===== src/rtl/spi_master_multi_periph.sv =====
// Bus-mapped SPI master with configurable frame width, SPI mode, SCK divider,
// bit order and slave select; reports completion and overrun through STAT.
module spi_master_multi_periph #(
  parameter int DATA_W  = 8,
  parameter int N_SS    = 2,
  parameter int DEF_DIV = 4
) (
  input  logic            clk,
  input  logic            rst,
  input  logic [15:0]     d_in,
  input  logic            cs,
  input  logic [3:0]      addr,
  input  logic            rd,
  input  logic            wr,
  output logic [15:0]     d_out,
  input  logic            miso,
  output logic            mosi,
  output logic            sck,
  output logic [N_SS-1:0] ss
);

  localparam logic [2:0] ST_IDLE  = 3'd0;
  localparam logic [2:0] ST_SETUP = 3'd1;
  localparam logic [2:0] ST_XFER  = 3'd2;
  localparam logic [2:0] ST_HOLD  = 3'd3;
  localparam logic [2:0] ST_DONE  = 3'd4;

  localparam logic [3:0] A_TX   = 4'h0;
  localparam logic [3:0] A_CTRL = 4'h2;
  localparam logic [3:0] A_RX   = 4'h4;
  localparam logic [3:0] A_CFG  = 4'h6;
  localparam logic [3:0] A_STAT = 4'h8;

  localparam logic [5:0] LAST_EDGE = 6'(2 * DATA_W - 1);

  typedef struct packed {
    logic [7:0] div;
    logic [3:0] ss_sel;
    logic       lsb_first;
    logic       cpha;
    logic       cpol;
  } cfg_t;

  localparam cfg_t CFG_RST = '{div: 8'(DEF_DIV), ss_sel: 4'd0, lsb_first: 1'b0,
                               cpha: 1'b0, cpol: 1'b0};

  logic [2:0]        state_q, state_d;
  logic [DATA_W-1:0] tx_q, tx_d, rx_q, rx_d;
  logic [DATA_W-1:0] tx_sh_q, tx_sh_d, rx_sh_q, rx_sh_d;
  cfg_t              cfg_q, cfg_d, wcfg_q, wcfg_d;
  logic [7:0]        cnt_q, cnt_d;
  logic [5:0]        edge_q, edge_d;
  logic              sck_q, sck_d;
  logic              done_q, done_d, busy_q, busy_d, ovr_q, ovr_d;

  logic              wr_en, rd_en, tick, leading, active;
  logic              do_sample, do_shift;
  logic [DATA_W-1:0] rx_shift, tx_shift;

  assign wr_en   = cs & wr;
  assign rd_en   = cs & rd;
  assign tick    = (cnt_q == 8'd0);
  assign leading = ~edge_q[0];
  assign active  = (state_q == ST_SETUP) || (state_q == ST_XFER) || (state_q == ST_HOLD);

  // CPHA=1 presents its first bit during SETUP, so the first leading edge must not shift.
  assign do_sample = tick && (state_q == ST_XFER) && (wcfg_q.cpha ? ~leading : leading);
  assign do_shift  = tick && (state_q == ST_XFER) &&
                     (wcfg_q.cpha ? (leading && edge_q != 6'd0) : ~leading);

  always_comb begin
    rx_shift = wcfg_q.lsb_first ? (rx_sh_q >> 1) : (rx_sh_q << 1);
    if (wcfg_q.lsb_first) rx_shift[DATA_W-1] = miso;
    else                  rx_shift[0]        = miso;
    tx_shift = wcfg_q.lsb_first ? (tx_sh_q >> 1) : (tx_sh_q << 1);
  end

  always_comb begin
    // NOTE: every _d starts from its _q so no branch below can leave a latch behind.
    state_d = state_q;
    tx_d    = tx_q;
    rx_d    = rx_q;
    tx_sh_d = tx_sh_q;
    rx_sh_d = rx_sh_q;
    cfg_d   = cfg_q;
    wcfg_d  = wcfg_q;
    cnt_d   = cnt_q;
    edge_d  = edge_q;
    sck_d   = sck_q;
    done_d  = done_q;
    busy_d  = busy_q;
    ovr_d   = ovr_q;

    if (wr_en && addr == A_TX) tx_d = d_in[DATA_W-1:0];
    if (wr_en && addr == A_CFG)
      cfg_d = '{div: d_in[15:8], ss_sel: d_in[7:4], lsb_first: d_in[2],
                cpha: d_in[1], cpol: d_in[0]};
    if (rd_en && addr == A_RX) begin
      done_d = 1'b0;
      ovr_d  = 1'b0;
    end

    if (state_q != ST_IDLE && state_q != ST_DONE)
      cnt_d = tick ? wcfg_q.div : cnt_q - 8'd1;

    case (state_q)
      ST_IDLE: begin
        if (wr_en && addr == A_CTRL && d_in[0]) begin
          state_d = ST_SETUP;
          tx_sh_d = tx_q;
          wcfg_d  = cfg_q;
          sck_d   = cfg_q.cpol;
          cnt_d   = cfg_q.div;
          edge_d  = 6'd0;
          busy_d  = 1'b1;
        end
      end
      ST_SETUP: if (tick) state_d = ST_XFER;
      ST_XFER: begin
        if (tick) begin
          sck_d  = ~sck_q;
          edge_d = edge_q + 6'd1;
          if (edge_q == LAST_EDGE) state_d = ST_HOLD;
        end
        if (do_sample) rx_sh_d = rx_shift;
        if (do_shift)  tx_sh_d = tx_shift;
      end
      ST_HOLD: if (tick) state_d = ST_DONE;
      ST_DONE: begin
        // Completion overrides a same-cycle RX read.
        rx_d    = rx_sh_q;
        done_d  = 1'b1;
        ovr_d   = ovr_q | done_q;
        busy_d  = 1'b0;
        state_d = ST_IDLE;
      end
      default: state_d = ST_IDLE;
    endcase
  end

  // NOTE: sequential state uses non-blocking assignments so all flops see pre-edge values.
  always_ff @(posedge clk or negedge rst) begin
    if (!rst) begin
      state_q <= ST_IDLE;
      tx_q    <= '0;
      rx_q    <= '0;
      tx_sh_q <= '0;
      rx_sh_q <= '0;
      cfg_q   <= CFG_RST;
      wcfg_q  <= CFG_RST;
      cnt_q   <= '0;
      edge_q  <= '0;
      sck_q   <= 1'b0;
      done_q  <= 1'b0;
      busy_q  <= 1'b0;
      ovr_q   <= 1'b0;
    end else begin
      state_q <= state_d;
      tx_q    <= tx_d;
      rx_q    <= rx_d;
      tx_sh_q <= tx_sh_d;
      rx_sh_q <= rx_sh_d;
      cfg_q   <= cfg_d;
      wcfg_q  <= wcfg_d;
      cnt_q   <= cnt_d;
      edge_q  <= edge_d;
      sck_q   <= sck_d;
      done_q  <= done_d;
      busy_q  <= busy_d;
      ovr_q   <= ovr_d;
    end
  end

  assign sck  = (state_q == ST_IDLE) ? cfg_q.cpol : sck_q;
  assign mosi = active & (wcfg_q.lsb_first ? tx_sh_q[0] : tx_sh_q[DATA_W-1]);

  always_comb begin
    ss = '1;
    for (int i = 0; i < N_SS; i++)
      if (active && wcfg_q.ss_sel == 4'(i)) ss[i] = 1'b0;
  end

  always_comb begin
    d_out = '0;
    if (rd_en) begin
      case (addr)
        A_TX:    d_out[DATA_W-1:0] = tx_q;
        A_RX:    d_out[DATA_W-1:0] = rx_q;
        A_CFG:   d_out = {cfg_q.div, cfg_q.ss_sel, 1'b0, cfg_q.lsb_first, cfg_q.cpha, cfg_q.cpol};
        A_STAT:  d_out = {13'd0, ovr_q, busy_q, done_q};
        default: d_out = '0;
      endcase
    end
  end

endmodule

===== config.mk =====
export PLATFORM = sky130hd
export DESIGN_NAME = spi_master_multi_periph
export DESIGN_NICKNAME = d
export VERILOG_FILES = /design/src/rtl/spi_master_multi_periph.sv
export SDC_FILE = /design/constraint.sdc
export NUM_CORES = 1
export LEC_CHECK = 0
export CAP_MARGIN = 15
export CORE_UTILIZATION = 33
export CTS_CLUSTER_SIZE = 16
export DETAILED_ROUTE_END_ITERATION = 16
export GPL_TIMING_DRIVEN = 0
export SYNTH_ARGS = -nofsm -noshare
export SYNTH_HDL_FRONTEND = slang
export SYNTH_SLANG_ARGS = --single-unit

===== constraint.sdc =====
create_clock -name clk -period 2.7 [get_ports clk]
set_input_delay 0.54 -clock clk [delete_from_list [all_inputs] [get_ports clk]]
set_output_delay 0.54 -clock clk [all_outputs]
set_load 0.02 [all_outputs]

==> results.md <==
* Status: completed
* Peak supply drop at around 0.32 mV
* Mapped Area at 4210 sq um
* Synth warn at 0
* Finish-stage setup viols at 0
* Main flop type after synthesis: dfrtp_1
* Mapped Cells at approximately 400
* Routed WL at approximately 10000 microns
* Placed cell area at a little under 5000 sq um
* H-tree depth at 3
* DIE WIDTH at approximately 110 microns
* Reg2Reg Depth at 8
* Post-route DRC at 0
* Reg2reg setup slack at 0.31 ns
* Final Max Slew Viols at 0
* Clk_skew at 0.00761 ns
* Crit-path max FO at 10
* Met1 Use GR at 22.8%
* CTS buffer count at 9
* M3 GR Usage at under 10%
* Ports at 46
* Post-synth top area share at 47.5%
* Root Driver: clkbuf_16
* M2 GR Usage at 27.2%
* Detail-routed via count per cell at 5.13
* Router iterations before antenna repair at 4
* Count of flip-flops with a built-in enable after synthesis at 0
* Worst Path Arrival at roughly 2.1 ns
* Design area at ~5300 sq um
* Total Nets Final at 492
* Crit start category: primary input
* Hold Vio Cnt, Final at 0
* Total Routing Usage GR at between 10% and 20%
* Initial antenna violation count at 0
* WS Path Type: in2out
* Placement Setup Slack at -0.905 ns
* Period utilization at a little over nine tenths
* Pwr dens at 781 nW/um^2
* Clock latency on the worst-skew pair at about 0.34 ns
* N_diodes at 0
* Most frequent cells in the layout: dfrtp_1 (80), nand2_1 (66), mux2_2 (42)
* Max-Cap Viols at 0
* Buffers from clock root to sink, at most at 2
* Most common cell after layout, fill and taps aside: dfrtp_1
* Hold Crit Class: in2async
* Reg2reg end: edge_q[3]
* Min Tclk post-route at 2.66 ns
* Sequential fraction of the synthesis area at 48.8%
* Gr busiest metal: met2
* Clk pin slew, worst setup/hold paths at approximately 0.060 ns
* WP data required at 2.16 ns
* Die area at about 13000 sq um
* Async SR Flop Fraction at 100%
* # rows at 40
* Post-synth cell types at 48
* Syn Area/Cell at 10.5 sq um
* Setup ws final at 0.0377 ns
* Rel. slew slack at 56.3%
* Worst-Margin Slew at 0.650 ns
* Post-route ant nets at 0
* Die Height at 115 microns
* Detail Placement HPWL at 7480 microns
* Vias in the first global route at 3288
* Port bufs at 45
* Share of layout cells above drive strength 1 at 22.3%
* Core area at 12200 sq um
* Routed WL per cell at 16.2 microns
* Fmax at around 0.38 GHz
* Top area cells in the synthesized netlist: dfrtp_1 (48%), mux2_2 (11%), nand2_1 (5.9%)
* DRT iter0 DRCs at 149
* Largest net degree at the start of global routing at 69
* TritonCTS clock tree: done
* Static leakage at 2.43 nW
* Clock Sinks at 82
* Area grow syn2layout at 25.1%
* Initial core utilization at 34.5%
* Grt total ovfl at 0
* RSZ-0062 raised after global routing: true
* Reg-to-reg startpoint: cnt_q[0]
* Cell taking the most area after synthesis: dfrtp_1
* Synthesized flop and latch total at 82
* Net count after synthesis at 431
* Crit end category: output port
* Via count at between 3000 and 4000
* Min Hold Slack at 0.0597 ns
* GP Congestion at 0.796
* First-pass GRT wire length at about 17000 microns
==> worst max-delay path, stage by stage <==
cell and delay (ns):
clkdlybuf4s50_1 0.44, buf_6 0.17, and3b_2 0.25, a22o_1 0.18, a222oi_1 0.32, nor2_1 0.07, clkbuf_2 0.16
==> logic make-up (layout without fill, tap and decap cells) <==
kind of cell | Yosys count | in the layout | synth area share, %
AND/OR/NAND/NOR | 149 | 149 | 17.8
adder cells (fa/ha/maj) | 4 | 4 | 1.19
buffers and inverters | 35 | 101 | 4.40
AO/OA/AOI/OAI | 61 | 61 | 10.0
XOR/XNOR | 4 | 4 | 0.832
multiplexers | 66 | 66 | 16.9
flip-flops | 82 | 82 | 48.8
==> synth_stat cells (all sizes together) (7+ instances only) <==
cell type and number:
a211oi 7, a21oi 12, a22o 8, and2 8, buf 12, clkbuf 8, dfrtp 80, inv 15
mux2 42, mux2i 24, nand2 66, nand3 8, nor2 26, nor3 10, o21ai 13
==> flip-flops by register name, summed over array words and instances (netlist names) <==
signal	count
done_q	1
ovr_q	1
edge_q	6
cfg_q	15
rx_q	8
state_q	3
cnt_q	8
rx_sh_q	8
busy_q	1
tx_q	8
tx_sh_q	8
wcfg_q	14
sck_q	1
==> power by group <==
group / internal, mW / switching [mW] / total [mW]
clock network: 0.835 / 0.512 / 1.35
registers: 1.45 / 0.225 / 1.68
logic: 0.485 / 0.602 / 1.09
total: 2.77 / 1.34 / 4.11
==> through the flow <==
step / TNS [ns] / std cells / utilization (%) / total power, mW
6_report: 0 / 635 / 43.1 / 4.11
5_1_grt: -0.0128 / 635 / 43.1 / 4.34
4_1_cts: -0.121 / 635 / 43.2 / 4.13
3_5_place_dp: -17.66 / 615 / 40.1 / 2.77
3_3_place_gp: -176.67 / 614 / 39.9 / 2.73
2_1_floorplan: 0 / 401 / - / 2.40
==> worst max-delay path by stage <==
stage / start / endpoint / slack (ns) / depth (start not counted)
2_1_floorplan: addr[1] / d_out[0] / 0.41 / 4
3_3_place_gp: rst / rx_q[3] / -1.98 / 1
3_5_place_dp: addr[1] / d_out[0] / -0.91 / 6
4_1_cts: addr[1] / d_out[0] / -0.12 / 7
5_1_grt: addr[1] / d_out[0] / -0.01 / 7
6_report: addr[1] / d_out[0] / 0.04 / 7
==> final cells by class <==
| cell class | count | area, sq um |
|---|---|---|
| Clock buffer | 10 | 239 |
| Sequential cell | 82 | 2050 |
| Multi-Input combinational cell | 284 | 2020 |
| Fill cell | 1219 | 6940 |
| Timing Repair Buffer | 51 | 468 |
| Inverter | 15 | 56.3 |
| Tap cell | 168 | 210 |
| Clock inverter | 6 | 90.1 |
| Buffer | 19 | 133 |
==> what timing repair did <==
action	4_1_cts	5_1_grt
hold buffers	0	0
endpoints found under the setup margin	20	8
resized for setup	41	12
buffers inserted	5	0
pin swaps	5	2
==> routing by layer <==
metal  routed length (microns)  vias up
li1                          -     1552
met1                      4840     1616
met2                      4870       70
met3                       323       17
met4                       253        0
met5                         0        -
No activity file was read; power rests on OpenSTA's default activity.
